==> config.mk <==
export PLATFORM = sky130hd
export DESIGN_NAME = fwd_hazard_unit
export DESIGN_NICKNAME = d
export VERILOG_FILES = /design/src/rtl/fwd_hazard_unit_pkg.sv /design/src/rtl/fwd_hazard_unit_src_sel.sv /design/src/rtl/fwd_hazard_unit.sv
export SDC_FILE = /design/constraint.sdc
export NUM_CORES = 1
export LEC_CHECK = 0
export CAP_MARGIN = 15
export CORE_ASPECT_RATIO = 1.25
export CORE_MARGIN = 3
export CORE_UTILIZATION = 33
export CTS_CLUSTER_DIAMETER = 50
export DETAILED_ROUTE_END_ITERATION = 10
export HOLD_SLACK_MARGIN = 0.1
export PLACE_DENSITY = 0.67
export REMOVE_ABC_BUFFERS = 1
export SETUP_SLACK_MARGIN = 0.05
export SLEW_MARGIN = 20
export SYNTH_ARGS = -nofsm -noshare
export SYNTH_HDL_FRONTEND = slang
export SYNTH_SLANG_ARGS = --single-unit
==> constraint.sdc <==
create_clock -name clk -period 4.15 [get_ports clk]
set_input_delay 0.6225 -clock clk [delete_from_list [all_inputs] [get_ports clk]]
set_output_delay 0.6225 -clock clk [all_outputs]
set_load 0.05 [all_outputs]
==> src/rtl/fwd_hazard_unit_pkg.sv <==
// Shared types for the forwarding/hazard unit: forward-select encodings,
// stall FSM states and the pipeline slot record.
package fwd_hazard_unit_pkg;

  localparam int RAW_MAX = 8;

  localparam logic [1:0] FWD_RF  = 2'd0;
  localparam logic [1:0] FWD_WB  = 2'd1;
  localparam logic [1:0] FWD_MEM = 2'd2;

  typedef enum logic {
    RUN   = 1'b0,
    STALL = 1'b1
  } state_e;

  // rd is zero-extended to RAW_MAX so one struct serves every RAW setting
  typedef struct packed {
    logic               valid;
    logic [RAW_MAX-1:0] rd;
    logic               wr_en;
    logic               mem_read;
  } slot_t;

  function automatic logic slot_writes(slot_t s, logic [RAW_MAX-1:0] r, logic zero_reg);
    return s.valid & s.wr_en & (s.rd == r) & !(zero_reg & (r == '0));
  endfunction

endpackage

==> src/rtl/fwd_hazard_unit_src_sel.sv <==
// Forward-select for one EX source operand: youngest matching writer wins,
// a matching load in MEM yields RF (the stall logic keeps that case away).
module fwd_src_mux_sel
  import fwd_hazard_unit_pkg::*;
#(
  parameter int ZERO_REG = 0
) (
  input  logic               rs_used_i,
  input  logic [RAW_MAX-1:0] rs_i,
  input  slot_t              mem_i,
  input  slot_t              wb_i,
  output logic [1:0]         sel_o
);
  localparam logic ZR = (ZERO_REG != 0);

  logic mem_hit, wb_hit;
  logic wb_ld_unused;

  assign wb_ld_unused = wb_i.mem_read;
  assign mem_hit = rs_used_i & slot_writes(mem_i, rs_i, ZR);
  assign wb_hit  = rs_used_i & slot_writes(wb_i, rs_i, ZR);

  always_comb begin
    sel_o = FWD_RF;
    if (mem_hit) begin
      sel_o = mem_i.mem_read ? FWD_RF : FWD_MEM;
    end else if (wb_hit) begin
      sel_o = FWD_WB;
    end
  end

endmodule

==> src/rtl/fwd_hazard_unit.sv <==
// EX/MEM/WB shadow pipeline with operand forwarding selects and a load-use
// stall FSM; also counts stalled cycles with saturation.
module fwd_hazard_unit
  import fwd_hazard_unit_pkg::*;
#(
  parameter int RAW      = 3,
  parameter int NSRC     = 2,
  parameter int ZERO_REG = 0,
  parameter int PCW      = 16
) (
  input  logic                clk,
  input  logic                rst,
  input  logic                id_valid,
  input  logic [NSRC*RAW-1:0] id_rs,
  input  logic [NSRC-1:0]     id_rs_used,
  input  logic [RAW-1:0]      id_rd,
  input  logic                id_wr_en,
  input  logic                id_mem_read,
  input  logic                flush,
  output logic                stall,
  output logic [NSRC*2-1:0]   fwd_sel,
  output logic [PCW-1:0]      stall_cycles
);
  localparam logic ZR = (ZERO_REG != 0);

  slot_t                        ex_q, ex_d, mem_q, wb_q;
  logic [NSRC-1:0][RAW_MAX-1:0] id_rs_ext, ex_rs_q, ex_rs_d;
  logic [NSRC-1:0]              ex_rs_used_q, ex_rs_used_d;
  state_e                       state_q, state_d;
  logic [1:0]                   cnt_q, cnt_d;
  logic [PCW-1:0]               stall_cycles_q;
  logic                         hz_ex, hz_mem;
  logic [1:0]                   need;

  for (genvar i = 0; i < NSRC; i++) begin : g_src
    assign id_rs_ext[i] = RAW_MAX'(id_rs[i*RAW +: RAW]);

    fwd_src_mux_sel #(.ZERO_REG(ZERO_REG)) u_sel (
      .rs_used_i (ex_rs_used_q[i]),
      .rs_i      (ex_rs_q[i]),
      .mem_i     (mem_q),
      .wb_i      (wb_q),
      .sel_o     (fwd_sel[2*i +: 2])
    );
  end

  // Load-use distance: a load in EX needs two bubbles, a load in MEM one
  always_comb begin
    hz_ex  = 1'b0;
    hz_mem = 1'b0;
    for (int i = 0; i < NSRC; i++) begin
      if (id_valid && id_rs_used[i]) begin
        if (ex_q.mem_read && slot_writes(ex_q, id_rs_ext[i], ZR))   hz_ex  = 1'b1;
        if (mem_q.mem_read && slot_writes(mem_q, id_rs_ext[i], ZR)) hz_mem = 1'b1;
      end
    end
    need = hz_ex ? 2'd2 : (hz_mem ? 2'd1 : 2'd0);
  end

  always_comb begin
    state_d = state_q;
    cnt_d   = cnt_q;
    stall   = 1'b0;
    unique case (state_q)
      RUN: begin
        stall = (need != 2'd0);
        if (need == 2'd2) begin
          state_d = STALL;
          cnt_d   = 2'd1;
        end
      end
      STALL: begin
        stall = 1'b1;
        if (cnt_q == 2'd1) begin
          state_d = RUN;
          cnt_d   = 2'd0;
        end else begin
          cnt_d = cnt_q - 2'd1;
        end
      end
    endcase
    if (flush) begin
      stall   = 1'b0;
      state_d = RUN;
      cnt_d   = 2'd0;
    end
  end

  // A bubble only clears valid; the remaining EX fields keep their old contents
  always_comb begin
    ex_d         = ex_q;
    ex_d.valid   = 1'b0;
    ex_rs_d      = ex_rs_q;
    ex_rs_used_d = ex_rs_used_q;
    if (!stall && !flush) begin
      ex_d.valid    = id_valid;
      ex_d.rd       = RAW_MAX'(id_rd);
      ex_d.wr_en    = id_wr_en;
      ex_d.mem_read = id_mem_read;
      ex_rs_d       = id_rs_ext;
      ex_rs_used_d  = id_rs_used;
    end
  end

  always_ff @(posedge clk) begin
    ex_q         <= ex_d;
    mem_q        <= ex_q;
    wb_q         <= mem_q;
    ex_rs_q      <= ex_rs_d;
    ex_rs_used_q <= ex_rs_used_d;
    if (rst) begin
      ex_q.valid     <= 1'b0;
      mem_q.valid    <= 1'b0;
      wb_q.valid     <= 1'b0;
      state_q        <= RUN;
      cnt_q          <= 2'd0;
      stall_cycles_q <= '0;
    end else begin
      state_q <= state_d;
      cnt_q   <= cnt_d;
      if (stall && (stall_cycles_q != '1)) begin
        stall_cycles_q <= stall_cycles_q + 1'b1;
      end
    end
  end

  assign stall_cycles = stall_cycles_q;

endmodule

# == Word level (Yosys, flattened, before mapping) ==
# Index checks and enable logic that the tools add are counted.
# classes
n_addsub,2
n_eq_ne,12
muxes,23
bitwise,17
reduce_logical,13
# ops
operator,n
3-bit equality test,8
16-bit by 1-bit adder with 16-bit output (second input constant),1
16-bit inequality test (second input constant),1
1-bit bitwise AND,15
1-bit two-way mux,14
2-bit two-way mux,6
1-bit logical AND,8
1-bit case mux with 2 select lines,2
2-bit case mux with 2 select lines,1
2-bit OR reduction,2
2-bit by 1-bit equality test with 1-bit output (second input constant),1
2-bit equality test (second input constant),1
1-bit zero test,2
2-bit inequality test (second input constant),1
1-bit inverter,2
2-bit nonzero test,1
2-bit by 1-bit subtractor with 2-bit output (second input constant),1
# totals
reg_bits,44
inputBits,17
output_inout_bits,21
wordCells,84

# == Depth between registers and ports, before layout ==
# depth
ltp_word,16
depth_mapped,7
mapped_depth_nobuf,7

# == Modules after synthesis ==
# A second synthesis with hierarchy kept.
# unflattened
hier_cells,212
area_unflattened_um2,2230.9
# by_module_without_submodules
module,instances,cells_per_inst,area_per_inst_um2,seq_area_each_um2
fwd_hazard_unit,1,162,1830.5,1031.0
fwd_src_mux_sel,2,25,200.2,0.0

# == Least setup slack after synthesis ==
# Ideal clock, no wire load.
# synth_timing
kind,input to register
from,in id_rs[5]
to,reg ex_q[0] (netlist bit) (enable)
setup_time_ns,0.417
arrival_ns,2.560
required_ns,3.733
path_slack_ns,1.173
path_stages,5
n_path_buf,1
cell_sequence,xor2_1 -> nor4_1 -> o2111a_1 -> buf_4 -> nor4_1
# synth_between
elab_chain_len,12
elab_cells_between_ends,17
cone_classes,eq/ne (2); mux (8); bitwise (2); reduce/logical (5)
# synth_lines
element,line,rtl
"start, declared",fwd_hazard_unit.sv:14,"input logic [NSRC*RAW-1:0] id_rs,"
3-bit equality test,fwd_hazard_unit_pkg.sv:25,return s.valid & s.wr_en & (s.rd == r) & !(zero_reg & (r == '0));
1-bit bitwise AND,fwd_hazard_unit_pkg.sv:25,
1-bit logical AND,fwd_hazard_unit.sv:54,"if (mem_q.mem_read && slot_writes(mem_q, id_rs_ext[i], ZR)) hz_mem = 1'b1;"
1-bit two-way mux,fwd_hazard_unit.sv:54,
1-bit two-way mux,fwd_hazard_unit.sv:52,if (id_valid && id_rs_used[i]) begin
1-bit two-way mux,fwd_hazard_unit.sv:57,need = hz_ex ? 2'd2 : (hz_mem ? 2'd1 : 2'd0);
2-bit two-way mux *,fwd_hazard_unit.sv:57,
2-bit nonzero test *,fwd_hazard_unit.sv:66,stall = (need != 2'd0);
1-bit case mux with 2 select lines *,fwd_hazard_unit.sv:64,unique case (state_q)
1-bit two-way mux *,fwd_hazard_unit.sv:82,if (flush) begin
1-bit zero test *,fwd_hazard_unit.sv:95,if (!stall && !flush) begin
1-bit logical AND *,fwd_hazard_unit.sv:95,
"end, declared",fwd_hazard_unit.sv:26,"slot_t ex_q, ex_d, mem_q, wb_q;"
# Every way passes the cells marked *; elsewhere a longest branch is shown, timed or not.
# A chain may end at the register's enable or synchronous reset.

# == Final worst setup path ==
# layout_timing
from,in id_rs[2]
to,out stall
# layout_between
elab_chain_len,12
elab_cells_between_ends,19
cone_classes,eq/ne (2); mux (12); bitwise (2); reduce/logical (3)
# layout_lines
element,line,rtl
3-bit equality test,fwd_hazard_unit_pkg.sv:25,
1-bit bitwise AND,fwd_hazard_unit_pkg.sv:25,
1-bit logical AND,fwd_hazard_unit.sv:54,
1-bit two-way mux,fwd_hazard_unit.sv:54,
1-bit two-way mux,fwd_hazard_unit.sv:52,
1-bit two-way mux,fwd_hazard_unit.sv:54,
1-bit two-way mux,fwd_hazard_unit.sv:52,
1-bit two-way mux,fwd_hazard_unit.sv:57,
2-bit two-way mux *,fwd_hazard_unit.sv:57,
2-bit nonzero test *,fwd_hazard_unit.sv:66,
1-bit case mux with 2 select lines *,fwd_hazard_unit.sv:64,
1-bit two-way mux *,fwd_hazard_unit.sv:82,
"end, declared",fwd_hazard_unit.sv:20,"output logic stall,"
# Marked as above.

==> impl_metrics.env <==
export IMPL_syn_area_per_cell_um2=10.5
export IMPL_ir_drop_v=0.000134
export IMPL_syn_to_final_growth_pct=27.8
export IMPL_maxCapViolations=0
export IMPL_fillers=562
export IMPL_relSlewSlack_pct=37.9
export IMPL_vias=1504
export IMPL_synth_edf_count=13
export IMPL_finClkSkew_ns=0.00433
export IMPL_grt_max_degree=27
export IMPL_hold_path_startpoint="ex_q[0]"
export IMPL_grt_pass1_vias=1450
export IMPL_r2r_cells=7
export IMPL_internal_power_uw=663
export IMPL_cpMaxStageDelayCell="clkdlybuf4s50_1"
export IMPL_p_clk_share_pct=37.8
export IMPL_hp_class="reg -> reg"
export IMPL_yosysWarnings=0
export IMPL_fin_util_pct=43.8
export IMPL_ctsHoldBuffers=0
export IMPL_clkTransAtPathRegs_ns=0.08
export IMPL_fp_dieH_um=92.9
export IMPL_async_flop_share_pct=0
export IMPL_dp_cells=288
export IMPL_cpMostUsedCell="clkdlybuf4s50_1"
export IMPL_cts_max_level=2
export IMPL_drive_gt1_share_pct=8.70
export IMPL_dieArea_um2=7010
export IMPL_io_buffers=37
export IMPL_slowest_delay_ns=0.82
export IMPL_startpoint_type="primary input"
export IMPL_critical_path_endpoint="stall"
export IMPL_dpl_worst_slack_ns=0.558
export IMPL_cpLargestDelayFamily="buffers and inverters"
export IMPL_cts_buffers_inserted=5
export IMPL_worst_slew_pin_slew_ns=0.928
export IMPL_clock_root_buffer="clkbuf_8"
export IMPL_crit_required_ns=3.53
export IMPL_grt_usage_pct=12.4
export IMPL_drt_initial_drc_count=58
export IMPL_worstSetupPathType="in -> out"
export IMPL_dr_pass1_iters=3
export IMPL_core_um2=5820
export IMPL_worstSetupStartpoint="id_rs[2]"
export IMPL_setup_slack_ns=0.537
export IMPL_crit_fanout=6
export IMPL_final_common_cell="clkdlybuf4s50_1"
export IMPL_rr_startpoint="stall_cycles[0]"
export IMPL_path_buf_inv=2
export IMPL_period_needed_ns=3.61
export IMPL_grt_antenna_before_repair=0
export IMPL_ant_nets=0
export IMPL_netSwitchingFraction_pct=21.0
export IMPL_mostFrequentLayoutCells="37 x clkdlybuf4s50_1, 31 x dfxtp_1, 20 x xor2_1"
export IMPL_worstSetupEndpointType="output port"
export IMPL_status="finished, final reports clean"
export IMPL_path_cells="clkdlybuf4s50_1, xor2_1, nor4_1, o2111a_2, nor3_1, nor2_1, clkdlybuf4s50_1"
export IMPL_cts_resized=0
export IMPL_synth_seq_cells=44
export IMPL_dp_hpwl_um=3100
export IMPL_postSynthCellCount=189
export IMPL_combPwrFrac_pct=6.4
export IMPL_synth_distinct_cells=41
export IMPL_finalMaxSlewViolations=0
export IMPL_synth_area_um2=1990
export IMPL_fin_cells=296
export IMPL_grt_pass1_wl_um=6600
export IMPL_wire_per_inst_um=14.1
export IMPL_setup_viol=0
export IMPL_clk_latency_ns=0.29
export IMPL_rows=31
export IMPL_initial_utilization_pct=34.2
export IMPL_fin_setup_tns_ns=0
export IMPL_synth_seq_area_share_pct=50.8
export IMPL_ys_flop_type="dfxtp_1"
export IMPL_place_area_um2=2440
export IMPL_io_pins=38
export IMPL_cts_tree="built"
export IMPL_antenna_cells=0
export IMPL_pwr_share_seq_pct=55.7
export IMPL_post_cts_setup_buffers=0
export IMPL_power_leakage_uw=0.000880
export IMPL_gp_congestion=0.789
export IMPL_fmax_mhz=277
export IMPL_cts_sinks=44
export IMPL_fin_nets=248
export IMPL_routed_via_density=5.08
export IMPL_post_route_period_util_pct=87.1
export IMPL_rrSetupSlack_ns=1.87
export IMPL_grt_overflow=0
export IMPL_finalInstanceArea_um2=2550
export IMPL_r2r_end="stall_cycles[9]"
export IMPL_drt_wl_total_um=4160
export IMPL_critical_path_arrival_ns=2.99
export IMPL_hold_viol=0
export IMPL_rsz0062_at_grt="false"
export IMPL_die_w_um=75.5
export IMPL_drc=0
export IMPL_crit_cells=7
export IMPL_cts_buffer_depth=2
export IMPL_pwr_density_cell_nw_per_um2=330
export IMPL_switching_power_uw=176
-- synth_stat cells, types with 4 or more instances --
cell type,number,area [um2]
a21oi_1,8,40.0
and3_1,5,31.3
dfxtp_1,31,621
edfxtp_1,13,390
inv_1,6,22.5
mux2_2,4,45.0
nand2_1,13,48.8
nand3_1,4,20.0
nor2_1,13,48.8
nor2b_1,7,43.8
nor3_1,9,45.0
nor4_1,7,43.8
o21ai_0,5,25.0
xnor2_1,6,52.6
xor2_1,20,175
-- stage by stage --
stage,hold WS [ns],total power (uW)
floorplan,0.348,499
global placement,0.360,532
detailed placement,0.373,533
CTS,0.381,849
global route,0.395,872
finish,0.377,839
-- worst register-to-register path: cells and delay by family (launching register included) --
kind	cells	cell delay [ns]
AND/OR/NAND/NOR	3	1.00
AO/OA/AOI/OAI	3	0.59
flip-flops	1	0.37
adder cells (fa/ha/maj)	1	0.24
-- metal layers --
layer  vias to the layer above  share of wire [%]  track usage [%]
met1                       707                 43             13.9
met3                         5                4.4             3.69
met5                         -                  0                0
li1                        762                  -                -
met2                        30                 51             22.2
met4                         0                1.1             3.06
-- worst min-delay path by stage --
| stage | end | depth (start not counted) |
|---|---|---|
| 2_1_floorplan | mem_q[0] | 0 |
| 3_3_place_gp | mem_q[0] | 0 |
| 3_5_place_dp | mem_q[0] | 0 |
| 4_1_cts | mem_q[0] | 0 |
| 5_1_grt | mem_q[0] | 0 |
| 6_report | mem_q[0] | 0 |
-- final cells by class --
cell class	instances	area, um2	share of cell area, %
clock buffer	6	72.6	2.85
clock inverter	2	35.0	1.38
inverter	6	22.5	0.885
multi-input combinational	133	937	36.8
sequential	44	1010	39.7
tap	66	82.6	3.24
timing repair buffer	39	385	15.1
-- state kept, by name, summed over array words and instances (netlist names) --
signal	cells
ex_rs_q	6
state_q	1
mem_q	6
ex_q	6
ex_rs_used_q	2
cnt_q	2
wb_q	5
stall_cycles	16
-- power groups by stage --
stage / Sequential [uW] / Combinational (uW) / Clock (uW)
2_1_floorplan: 475 / 23.7 / 0
3_3_place_gp: 477 / 54.4 / 0
3_5_place_dp: 478 / 54.6 / 0
4_1_cts: 468 / 55.2 / 326
5_1_grt: 470 / 58.8 / 344
6_report: 468 / 54.0 / 318
-- kinds of logic (layout without fill, tap and decap cells) --
family / after synthesis / after routing / synth area share [%]
compound gates: 25 / 25 / 10.7
xor+xnor: 26 / 26 / 11.4
fa+ha+maj: 2 / 2 / 1.26
buf+inv: 12 / 53 / 2.51
flops: 44 / 44 / 50.8
mux: 6 / 6 / 3.27
simple gates: 74 / 74 / 20.0
Note: power is estimated with default switching activity, not from simulation.
==> edit: new RTL, same settings <==
Change the parameter `RAW` from 3 to 5.
--- a/src/rtl/fwd_hazard_unit.sv
+++ b/src/rtl/fwd_hazard_unit.sv
@@ -3,7 +3,7 @@
 module fwd_hazard_unit
   import fwd_hazard_unit_pkg::*;
 #(
-  parameter int RAW      = 3,
+  parameter int RAW      = 5,
   parameter int NSRC     = 2,
   parameter int ZERO_REG = 0,
   parameter int PCW      = 16
Interface: changed (resized id_rd and id_rs); port bits go from 38 to 44. No check against the original RTL was run, so the function may have changed too.
==> edit against the original RTL <==
  * Wire length up 28%
  * Total power rose by 21%
  * Area after synthesis increased by 27%
  * Final area up 23%
  * Critical path type unchanged
  * Worst hold slack gained 0.0017 ns
  * Sequential cell count is 10 higher
  * Worst setup slack better by 0.41 ns
  * Combinational power rose by 62%
==> edit: results (changes against the original RTL) <==
run status complete, no violations; Clock Latency Late Sink 0.30 ns; Ys Warns 0 (unchanged); asr flop ratio synth 0 (unchanged); top cell family by delay on the critical path simple AND/OR/NAND/NOR gates; Clock Tree Buf Depth 2 (unchanged); routability cong. 0.818 (+3.7%); first-pass GRT wire length 8980 um (+36%); crit-path max cell delay 0.55 ns (-0.27 ns); synth top area cells dfxtp_1 28%, edfxtp_1 23%, xnor2_1 9.7%, xor2_1 4.2%, nor2b_1 2.7%; worst IR drop on VDD 0.000158 V (+18%); EDFF count, synth 19 (+6); sw frac 0.222 (+0.0117); Pleak 1.03 nW (+17%); setup bufs post-CTS 0 (unchanged); Port Buf Inserts 43 (+16%); xor/xnor cell area share of the yosys netlist 0.139 (+0.0246); worst-path fanout max 10 (+4); TritonRoute pass-1 iters 4 (+1); Hold Path Class flip-flop to flip-flop; Detailed Place HPWL 3940 um (+27%); Compound-Gate Fraction of Synth Area 0.0685 (-0.0390); CTS Buf Count 5 (unchanged); post-synthesis sequential area ratio 0.504 (-0.00357); layout cells sized above 1 0.0627 (-0.0242); top cells by count, synth 35 x dfxtp_1, 28 x xnor2_1, 19 x edfxtp_1; initial drt markers 36 (-38%); Via density 5.03 (-0.95%); Unique masters post-synth 37 (-9.8%); actual slew at the worst max-slew pin 1.05 ns (+0.122 ns); Critical-path top delay cell or4_4; htree depth 2 (unchanged); post-route clock skew 0.0114 ns (+0.00708 ns); GR Util All Layers 0.126 (+0.00235); Post-Place Setup Slack 0.913 ns (+0.354 ns); number of global-route vias before repair 1,938 (+34%); nets@finish 295 (+19%); max reg flops 16 (unchanged); Synth Area in Adders 0.00992 (-0.00264); Clk pin slew, worst setup/hold paths 0.09 ns; multiplexer area fraction after synthesis 0.0352 (+0.00255); diode count 0 (unchanged); routed len/inst 14.6 um (+4.2%); CTS resizes 0 (unchanged); clk root buf clkbuf_8; number of antenna violations at the first check in global routing 0 (unchanged); largest net degree at the start of global routing 31 (+15%)
## edit: kinds of logic after synthesis
| family | count (synthesis) |
|---|---|
| buffers and inverters | 13 |
| XOR/XNOR | 40 |
| adder cells (fa/ha/maj) | 2 |
| AO/OA/AOI/OAI | 23 |
| AND/OR/NAND/NOR | 90 |
| multiplexers | 8 |
| flip-flops | 54 |
## edit: final cells by class
| cell class | instances | area (sq um) |
|---|---|---|
| fillers | 738 | 4270 |
| clock inverters | 2 | 33.8 |
| clock buffers | 6 | 72.6 |
| multi-input cells | 163 | 1190 |
| inverters | 1 | 3.75 |
| repair buffers | 45 | 443 |
| well taps | 92 | 115 |
| flip-flops and latches | 54 | 1270 |
## edit: per-layer routing
metal	GRT usage	vias to the layer above	share of wire
met2	0.209	49	0.48
met1	0.147	843	0.43
met4	0.0644	0	0.039
met3	0.0342	16	0.047
li1	-	919	-
met5	0	-	0
## edit: path summary, 6_finish.rpt
path                               start                to  slack, ns  depth (start not counted)
worst min-delay path             ex_q[0]          mem_q[0]       0.38                          0
worst min register to register   ex_q[0]          mem_q[0]       0.38                          0
worst max register to register   ex_q[5]  stall_cycles[13]       1.55                          7
worst max-delay path            id_rs[8]             stall       0.95                          7
## edit: power groups by stage
stage	Clock, W	Sequential (W)	Combinational (W)
final	0.000345	0.000585	0.0000877
after global routing	0.000376	0.000588	0.0000951
after CTS	0.000353	0.000585	0.0000893
after detailed placement	0	0.000597	0.0000887
after global placement	0	0.000597	0.0000885
after floorplan	0	0.000593	0.0000439
## edit: per-stage QoR
stage,area (sq um),std cells
finish,3130,363
global route,3130,363
CTS,3130,363
detailed placement,3030,355
global placement,3030,355
floorplan,2470,218
